$ cat config.mk
export PLATFORM = sky130hd
export DESIGN_NAME = draw_text_box
export DESIGN_NICKNAME = d
export VERILOG_FILES = /design/src/rtl/vga_pkg.sv /design/src/rtl/delay.sv /design/src/rtl/draw_text_box.sv
export SDC_FILE = /design/constraint.sdc
export NUM_CORES = 1
export LEC_CHECK = 0
export BUFFER_PORTS_ARGS = -buffer_cell sky130_fd_sc_hd__buf_4
export CAP_MARGIN = 40
export CORE_ASPECT_RATIO = 1.4
export CORE_MARGIN = 3
export CORE_UTILIZATION = 47
export CTS_BUF_LIST = sky130_fd_sc_hd__clkbuf_4 sky130_fd_sc_hd__clkbuf_8 sky130_fd_sc_hd__clkbuf_16
export DETAILED_ROUTE_END_ITERATION = 8
export PLACE_DENSITY = 0.73
export SLEW_MARGIN = 20
export SYNTH_ARGS = -nofsm -noshare
export SYNTH_HDL_FRONTEND = slang
export SYNTH_SLANG_ARGS = --single-unit
$ cat constraint.sdc
create_clock -name pclk -period 2.05 [get_ports pclk]
set_clock_uncertainty 0.2 [all_clocks]
set_input_delay 0.1025 -clock pclk [delete_from_list [all_inputs] [get_ports pclk]]
set_output_delay 0.1025 -clock pclk [all_outputs]
set_load 0.1 [all_outputs]
$ cat src/rtl/vga_pkg.sv
// Shared VGA pipeline definitions: glyph geometry, colour and counter widths,
// and the packed bundle of timing signals carried alongside each pixel.
package vga_pkg;

    localparam int CHAR_W = 8;
    localparam int CHAR_H = 16;
    localparam int RGB_W  = 12;
    localparam int CNT_W  = 11;

    // Timing bundle, 2*CNT_W + 4 = 26 bits.
    typedef struct packed {
        logic [CNT_W-1:0] hcount;
        logic [CNT_W-1:0] vcount;
        logic             hsync;
        logic             hblnk;
        logic             vsync;
        logic             vblnk;
    } timing_t;

endpackage

$ cat src/rtl/delay.sv
// Generic shift-register delay line with synchronous active-high reset.
// Ports: clk, rst, din[WIDTH] -> dout[WIDTH] delayed by CLK_DEL clock cycles.
module delay #(
    parameter int WIDTH   = 8,
    parameter int CLK_DEL = 1
) (
    input  logic             clk,
    input  logic             rst,
    input  logic [WIDTH-1:0] din,
    output logic [WIDTH-1:0] dout
);

    logic [WIDTH-1:0] pipe [CLK_DEL];

    always_ff @(posedge clk) begin
        if (rst) begin
            for (int i = 0; i < CLK_DEL; i++) begin
                pipe[i] <= '0;
            end
        end else begin
            pipe[0] <= din;
            for (int i = 1; i < CLK_DEL; i++) begin
                pipe[i] <= pipe[i-1];
            end
        end
    end

    assign dout = pipe[CLK_DEL-1];

endmodule

$ cat src/rtl/draw_text_box.sv
// Character-text overlay: draws a ROWS x COLS grid of 8x16 glyphs scaled by
// 2^SCALE_LOG2 at a per-frame latched position, with optional transparent
// background and frame-counted blinking.
// Ports:
//   pclk, rst                       pixel clock, synchronous active-high reset
//   hcount/vcount/hsync/hblnk/
//   vsync/vblnk/rgb _in             upstream pixel stream
//   pos_x, pos_y                    box top-left, latched on vblnk rise
//   color_fg, color_bg              glyph and background colours
//   transparent                     background pixels pass rgb_in through
//   blink_en                        box alternates visible/hidden
//   char_pixels                     glyph row from ROM (bit 7 = leftmost)
//   *_out                           stream delayed by 2 pclk
//   char_xy, char_line              {row, col} and glyph line to the ROM
module draw_text_box
    import vga_pkg::*;
#(
    parameter int COL_BITS     = 4,
    parameter int ROW_BITS     = 4,
    parameter int SCALE_LOG2   = 0,
    parameter int BLINK_FRAMES = 30
) (
    input  logic                         pclk,
    input  logic                         rst,
    input  logic [CNT_W-1:0]             hcount_in,
    input  logic [CNT_W-1:0]             vcount_in,
    input  logic                         hsync_in,
    input  logic                         hblnk_in,
    input  logic                         vsync_in,
    input  logic                         vblnk_in,
    input  logic [RGB_W-1:0]             rgb_in,
    input  logic [CNT_W-1:0]             pos_x,
    input  logic [CNT_W-1:0]             pos_y,
    input  logic [RGB_W-1:0]             color_fg,
    input  logic [RGB_W-1:0]             color_bg,
    input  logic                         transparent,
    input  logic                         blink_en,
    input  logic [CHAR_W-1:0]            char_pixels,
    output logic [CNT_W-1:0]             hcount_out,
    output logic [CNT_W-1:0]             vcount_out,
    output logic                         hsync_out,
    output logic                         hblnk_out,
    output logic                         vsync_out,
    output logic                         vblnk_out,
    output logic [RGB_W-1:0]             rgb_out,
    output logic [ROW_BITS+COL_BITS-1:0] char_xy,
    output logic [3:0]                   char_line
);

    localparam int COLS  = 1 << COL_BITS;
    localparam int ROWS  = 1 << ROW_BITS;
    localparam int SCALE = 1 << SCALE_LOG2;

    // One extra bit so boxes running past 2047 clip instead of wrapping.
    localparam int EXT_W = CNT_W + 1;
    localparam logic [EXT_W-1:0] BOX_W = EXT_W'(COLS * CHAR_W * SCALE);
    localparam logic [EXT_W-1:0] BOX_H = EXT_W'(ROWS * CHAR_H * SCALE);

    localparam int FC_W = (BLINK_FRAMES > 1) ? $clog2(BLINK_FRAMES) : 1;
    localparam logic [FC_W-1:0] FC_LAST = FC_W'(BLINK_FRAMES - 1);

    // Per-frame state
    logic [CNT_W-1:0] px;
    logic [CNT_W-1:0] py;
    logic             vblnk_prev;
    logic [FC_W-1:0]  frame_cnt;
    logic             visible;
    logic             vblnk_rise;

    // Geometry
    logic [EXT_W-1:0] dx;
    logic [EXT_W-1:0] dy;
    logic [EXT_W-1:0] u;
    logic [EXT_W-1:0] v;
    logic             in_x;
    logic             in_y;
    logic             in_box;
    logic             unused_bits;

    // Stage 1
    logic             draw_d1;
    logic [2:0]       bit_d1;
    logic [RGB_W-1:0] rgb_d1;
    logic             blank_d1;

    // Timing pipeline
    timing_t          timing_in;
    timing_t          timing_d2;

    assign vblnk_rise = vblnk_in & ~vblnk_prev;

    // Position latch and blink counter, both advanced on the vblnk rise.
    always_ff @(posedge pclk) begin
        if (rst) begin
            px         <= '0;
            py         <= '0;
            vblnk_prev <= 1'b0;
            frame_cnt  <= '0;
            visible    <= 1'b1;
        end else begin
            vblnk_prev <= vblnk_in;
            if (vblnk_rise) begin
                px <= pos_x;
                py <= pos_y;
                if (frame_cnt == FC_LAST) begin
                    frame_cnt <= '0;
                    visible   <= ~visible;
                end else begin
                    frame_cnt <= frame_cnt + 1'b1;
                end
            end
        end
    end

    assign dx = {1'b0, hcount_in} - {1'b0, px};
    assign dy = {1'b0, vcount_in} - {1'b0, py};

    assign in_x   = (hcount_in >= px) && (dx < BOX_W);
    assign in_y   = (vcount_in >= py) && (dy < BOX_H);
    assign in_box = in_x && in_y;

    // Unscaled glyph-space coordinates.
    assign u = dx >> SCALE_LOG2;
    assign v = dy >> SCALE_LOG2;

    assign unused_bits = ^{u[EXT_W-1:COL_BITS+3], v[EXT_W-1:ROW_BITS+4]};

    // Stage 1: ROM address plus everything stage 2 needs alongside the glyph.
    always_ff @(posedge pclk) begin
        if (rst) begin
            char_xy   <= '0;
            char_line <= '0;
            draw_d1   <= 1'b0;
            bit_d1    <= '0;
            rgb_d1    <= '0;
            blank_d1  <= 1'b0;
        end else begin
            char_xy   <= {v[ROW_BITS+3:4], u[COL_BITS+2:3]};
            char_line <= v[3:0];
            draw_d1   <= in_box & (visible | ~blink_en);
            bit_d1    <= 3'd7 - u[2:0];
            rgb_d1    <= rgb_in;
            blank_d1  <= hblnk_in | vblnk_in;
        end
    end

    // Stage 2: compose against the glyph row returned for the stage-1 address.
    always_ff @(posedge pclk) begin
        if (rst) begin
            rgb_out <= '0;
        end else if (blank_d1) begin
            rgb_out <= '0;
        end else if (!draw_d1) begin
            rgb_out <= rgb_d1;
        end else if (char_pixels[bit_d1]) begin
            rgb_out <= color_fg;
        end else if (transparent) begin
            rgb_out <= rgb_d1;
        end else begin
            rgb_out <= color_bg;
        end
    end

    assign timing_in = '{
        hcount: hcount_in,
        vcount: vcount_in,
        hsync:  hsync_in,
        hblnk:  hblnk_in,
        vsync:  vsync_in,
        vblnk:  vblnk_in
    };

    delay #(
        .WIDTH   ($bits(timing_t)),
        .CLK_DEL (2)
    ) u_timing_delay (
        .clk  (pclk),
        .rst  (rst),
        .din  (timing_in),
        .dout (timing_d2)
    );

    assign hcount_out = timing_d2.hcount;
    assign vcount_out = timing_d2.vcount;
    assign hsync_out  = timing_d2.hsync;
    assign hblnk_out  = timing_d2.hblnk;
    assign vsync_out  = timing_d2.vsync;
    assign vblnk_out  = timing_d2.vblnk;

endmodule
# Word level (Yosys, flattened, before mapping)
# Memories as Yosys holds them, arrays and structs flattened.
# Index checks and enable logic that the tools add are counted.
classes:
  n_eq_ne: 1
  bitwise: 9
  n_reduce_logical: 5
  mux: 11
  add_sub_neg: 4
  magnitude_cmp: 5
op_table:
  columns: ["cell", "n"]
  rows:
  - ["$mux W26", 2]
  - ["$mux W12", 3]
  - ["$sub A11 B11 Y12", 2]
  - ["$ge A11 B11 Y1", 2]
  - ["$lt A12 B8 Y1 const B", 1]
  - ["$lt A12 B9 Y1 const B", 1]
  - ["$add A5 B1 Y5 const B", 1]
  - ["$eq A5 B5 Y1 const B", 1]
  - ["$mux W5", 1]
  - ["$lt A3 B4 Y1 const B", 1]
  - ["$mux W1", 4]
  - ["$or A1 B1 Y1", 4]
  - ["$bmux W1 S3", 1]
  - ["$logic_and A1 B1 Y1", 3]
  - ["$not A1 Y1", 3]
  - ["$sub A3 B3 Y3 const A", 1]
  - ["$and A1 B1 Y1", 2]
  - ["$reduce_and A2 Y1", 1]
  - ["$reduce_or A2 Y1", 1]
totals:
  mem_bits_rw: 52
  word_cells: 48
  ff_bits: 70
  n_memories: 1
mem_list:
  columns: ["memory", "words", "word_bits", "read_ports", "rd_ports_with_merged_regs", "write_ports", "line", "source"]
  rows:
  - ["u_timing_delay.pipe", 2, 26, 2, 0, 2, "delay.sv:13", "logic [WIDTH-1:0] pipe [CLK_DEL];"]

# Logic depth before layout (Yosys ltp)
logic_depth:
  depth_word: 5
  depth_mapped: 9

# Cells and area by module
# A second synthesis with hierarchy kept.
unflattened:
  hier_cells: 558
  hier_area_um2: 5213.8
by_module_without_submodules:
  columns: ["module", "cells_each", "instances", "area_per_inst_um2"]
  rows:
  - ["draw_text_box", 423, 1, 3627.2]
  - ["delay", 135, 1, 1586.5]

# Worst setup path before layout
# OpenSTA, ideal clock, no wires.
synth_path:
  kind: "register to register"
  startpoint: "reg px[0]"
  endpoint: "reg draw_d1"
  stages_incl_launch_ff: 9
  setup_time_ns: 0.092
  t_arrival_ns: 1.947
  setup_slack_ns: -0.189
  required_ns: 1.758
  period_less_slack_ns: 2.239
  cell_sequence: "dfxtp_1 > ha_1 > fa_1 > nor2b_1 > o21bai_1 > a21boi_1 > o22ai_1 > mux2_1 > nor4_1"
synth_via:
  elab_chain_cells: 5
synth_rtl:
  columns: ["item", "line", "source"]
  rows:
  - ["start: declaration", "draw_text_box.sv:63", "logic [CNT_W-1:0] px;"]
  - ["start signal: assignment", "draw_text_box.sv:103", "px <= pos_x;"]
  - ["$sub A11 B11 Y12", "draw_text_box.sv:115", "assign dx = {1'b0, hcount_in} - {1'b0, px};"]
  - ["$lt A12 B8 Y1", "draw_text_box.sv:118", "assign in_x = (hcount_in >= px) && (dx < BOX_W);"]
  - ["$logic_and A1 B1 Y1 (*)", "draw_text_box.sv:118", null]
  - ["$logic_and A1 B1 Y1 (*)", "draw_text_box.sv:120", "assign in_box = in_x && in_y;"]
  - ["$and A1 B1 Y1 (*)", "draw_text_box.sv:140", "draw_d1 <= in_box & (visible | ~blink_en);"]
  - ["end signal: assignment", "draw_text_box.sv:140", null]
  - ["end: declaration", "draw_text_box.sv:81", "logic draw_d1;"]
# Mark *: on every way between the ends. The rest lies on a longest branch, timed or not.
# A chain may end at the register's enable or synchronous reset.

# Worst setup path in the final report
layout_path:
  startpoint: "reg py[7]"
  endpoint: "reg draw_d1"
layout_via:
  elab_chain_cells: 5
layout_rtl:
  columns: ["item", "line", "source"]
  rows:
  - ["start: declaration", "draw_text_box.sv:64", "logic [CNT_W-1:0] py;"]
  - ["start signal: assignment", "draw_text_box.sv:104", "py <= pos_y;"]
  - ["$sub A11 B11 Y12", "draw_text_box.sv:116", "assign dy = {1'b0, vcount_in} - {1'b0, py};"]
  - ["$lt A12 B9 Y1", "draw_text_box.sv:119", "assign in_y = (vcount_in >= py) && (dy < BOX_H);"]
  - ["$logic_and A1 B1 Y1 (*)", "draw_text_box.sv:119", null]
  - ["$logic_and A1 B1 Y1 (*)", "draw_text_box.sv:120", null]
  - ["$and A1 B1 Y1 (*)", "draw_text_box.sv:140", null]
# Marks and branches as above.

==> flow_summary_export.csv <==
group,metric,value,unit
worst_setup_path,start_kind,"flip-flop",
final_layout,area_growth_syn_to_layout,61.71,%
drt,wl_per_cell,15.84,µm
worst_setup_path,worstSetupPathType,"reg2reg",
worst_setup_path,arrival,2.40,ns
drt,wirelength,15130,µm
min_path,hold_path_class,"in2reg",
synth,ys_seq_elements,121,
global_route,grt_pass1_wl,23040,µm
pwr,vdd_drop_max,0.6264,mV
worst_setup_path,crit_required,2.16,ns
global_route,gr-usage-all-layers,24.15,%
timing,fin_crit_sh,111.6,%
floorplanning,num_rows,44,
drt,drtPass1Iterations,5,
timing,period_minus_slack,2.288,ns
floorplanning,die_h,129.7,µm
worst_setup_path,end_kind,"flip-flop",
status,violations,"setup timing",
floorplanning,ios,146,
synth,synth_fp_nets,665,
placed_design,dp_cells,823,
clocking,clk_pin_slew,0.06,ns
floorplanning,die_w,94.36,µm
synth,seq_area_frac_synth,47.15,%
drt,ant_nets,0,
clocking,worstSkewPairLatency,0.41,ns
placed_design,pre_cts_ws,-0.2353,ns
timing,slew_headroom,68.61,%
synth,synthArstFlopShare,0,%
floorplanning,die_area,0.01224,mm²
worst_setup_path,worstRegToRegCells,8,
min_path,min_path_cells,4,
timing,tightestPinTransition,0.4708,ns
floorplanning,core,0.01052,mm²
clocking,cts_buffer_depth,2,
synth,synth_area,0.005137,mm²
job,max-cap-violations,0,
clocking,clock-sinks,121,
drt,avgViaCountPerCell,4.980,
clocking,cts_buffers,17,
worst_setup_path,crit_family,"simple AND/OR/NAND/NOR gates",
pwr,p_leak,3.608,nW
placed_design,port_buffers,145,
worst_setup_path,cp_slowest_stage_delay,0.42,ns
final_layout,n_antenna_cell,0,
global_route,antenna_found_initial,0,
placed_design,dpl.hpwl,8850,µm
synth,synth_edf_count,0,
synth,synth_flop_cell,"dfxtp_1",
worst_setup_path,worst-path-stages,8,
timing,setup_tns,-0.2689,ns
global_route,grt_max_degree,64,
timing,hold_viol_final,0,
timing,hold_ws,0.01667,ns
timing,finalSetupViolations,3,
final_layout,instances_no_fill,955,
global_route,grt_pass1_vias,4810,
pwr,power_density,889.3,mW/mm²
final_layout,drive_gt1_share,35.25,%
timing,max_freq,437.2,MHz
synth,yosys_warnings,0,
synth,syn_avg_cell_area,9.461,µm²
timing,fin_ws,-0.2375,ns
clocking,cts_tree,"yes",
global_route,overflow,0,
worst_setup_path,slowest_stage,"or3_4",
status,status,"finished, violations left",
final_layout,finalNetCount,926,
clocking,cts_root_buffer,"clkbuf_16",
worst_setup_path,cp_max_fo,4,
floorplanning,initial_utilization,48.86,%
placed_design,gp_congestion,0.9517,
synth,synth.distinct_cells,53,
worst_setup_path,cp.buffers_inverters,1,
drt,drt_iter0_drc,173,
timing,rsz0062_at_grt,"true",
timing,report.final.slew_viol_count,0,
drt,drc,0,
pwr,power,7.389,mW
synth,postSynthCellCount,543,
worst_setup_path,path_cells,"inv_2, ha_4, a21o_1, or3_4, o2111ai_4, nor3b_2, o221ai_1, nor4_1",
drt,via_count,4756,
clocking,cts-htree-levels,4,
==> Yosys cell counts (all sizes together), types with 11 or more instances <==
library cell	number	area [µm²]
clkbuf	16	60.06
dfxtp	121	2422
o21ai	11	55.05
a211oi	14	160.2
nor2	42	157.7
mux2i	13	142.6
a21oi	31	155.2
nor2b	72	450.4
inv	26	97.59
ha	24	300.3
nand2	57	214.0
buf	27	209.0
==> routing by layer <==
| layer | routed length, µm | vias up | global-route usage [%] |
|---|---|---|---|
| met4 | 411 | 0 | 9.949 |
| met1 | 5659 | 2220 | 25.59 |
| met2 | 8069 | 185 | 44.77 |
| met5 | 0 | - | 0 |
| met3 | 985 | 44 | 6.401 |
| li1 | - | 2307 | - |
==> state kept, by name (all words and copies together) (netlist names) <==
signal and count:
u_timing_delay.pipe 52, py 11, visible 1, frame_cnt 5, px 11, char_xy 8, char_line 4, blank_d1 1
rgb_out 12, rgb_d1 12, draw_d1 1, bit_d1 3
==> power breakdown <==
part / total, mW / leakage (nW) / switching [mW] / internal (mW)
logic: 1.71 / 2.30 / 0.965 / 0.746
clock network: 3.14 / 0.308 / 1.08 / 2.05
registers: 2.54 / 1.00 / 0.0536 / 2.49
total: 7.39 / 3.61 / 2.10 / 5.29
==> path summary, 6_finish.rpt <==
path                                                 from                    endpoint  slack (ns)
worst max-delay path                                py[7]                     draw_d1       -0.24
worst min-delay path                         vcount_in[2]                char_line[2]        0.02
worst max register to register                      py[7]                     draw_d1       -0.24
worst min register to register  u_timing_delay.pipe[0][5]  u_timing_delay.pipe[0][31]        0.23
==> tightest hold or removal path, delay by kind of cell <==
| family | cells | cell delay (ns) |
|---|---|---|
| AND/OR/NAND/NOR | 2 | 0.22 |
| adder cells (fa/ha/maj) | 1 | 0.15 |
| buffers and inverters | 1 | 0.10 |
==> through the flow <==
step | utilization [%] | area (µm²)
global route | 79.01 | 8308
global placement | 61.35 | 6451
CTS | 76.83 | 8079
finish | 79.01 | 8308
detailed placement | 61.35 | 6451
floorplan | - | 5144
==> cell families after synthesis <==
kind of cell / synth area share, %
AND/OR/NAND/NOR: 20.68
flip-flops: 47.15
AO/OA/AOI/OAI: 12.30
buffers and inverters: 7.136
adder cells (fa/ha/maj): 6.625
multiplexers: 4.238
XOR/XNOR: 1.875
==> cell usage in the layout, fill, tap and decap left out, drive strengths merged, types with 4 or more instances in the layout <==
master / synthesis / layout
nand2b: 9 / 9
o21ai: 11 / 11
nor2: 42 / 42
buf: 27 / 193
nor2b: 72 / 72
dfxtp: 121 / 121
o21bai: 4 / 4
bufinv: 0 / 4
a21o: 7 / 7
xnor2: 8 / 8
nor3: 9 / 9
nand3: 4 / 4
ha: 24 / 24
dlygate4sd3: 0 / 92
or2: 4 / 4
a21boi: 4 / 4
clkinv: 0 / 6
o21a: 5 / 5
mux2i: 13 / 13
a211oi: 14 / 14
nand2: 57 / 57
inv: 26 / 29
a21oi: 31 / 31
clkbuf: 16 / 18
==> repair_timing <==
item	4_1_cts	5_1_grt
pin swaps	3	13
hold buffers	92	1
endpoints found under the hold margin	86	1
gates cloned	0	0
setup buffers	3	5
gates resized for setup	16	44
endpoints found under the setup margin	12	17
==> cell type report <==
class                           count  area [µm²]
Multi-Input combinational cell    353        2572
Clock inverter                     14       195.2
Sequential cell                   121        2431
Inverter                           26       97.59
Fill cell                         635        2207
Tap cell                          138       172.7
Timing Repair Buffer              285        2406
Clock buffer                       18       432.9
Power figures use the tool's default switching activity.
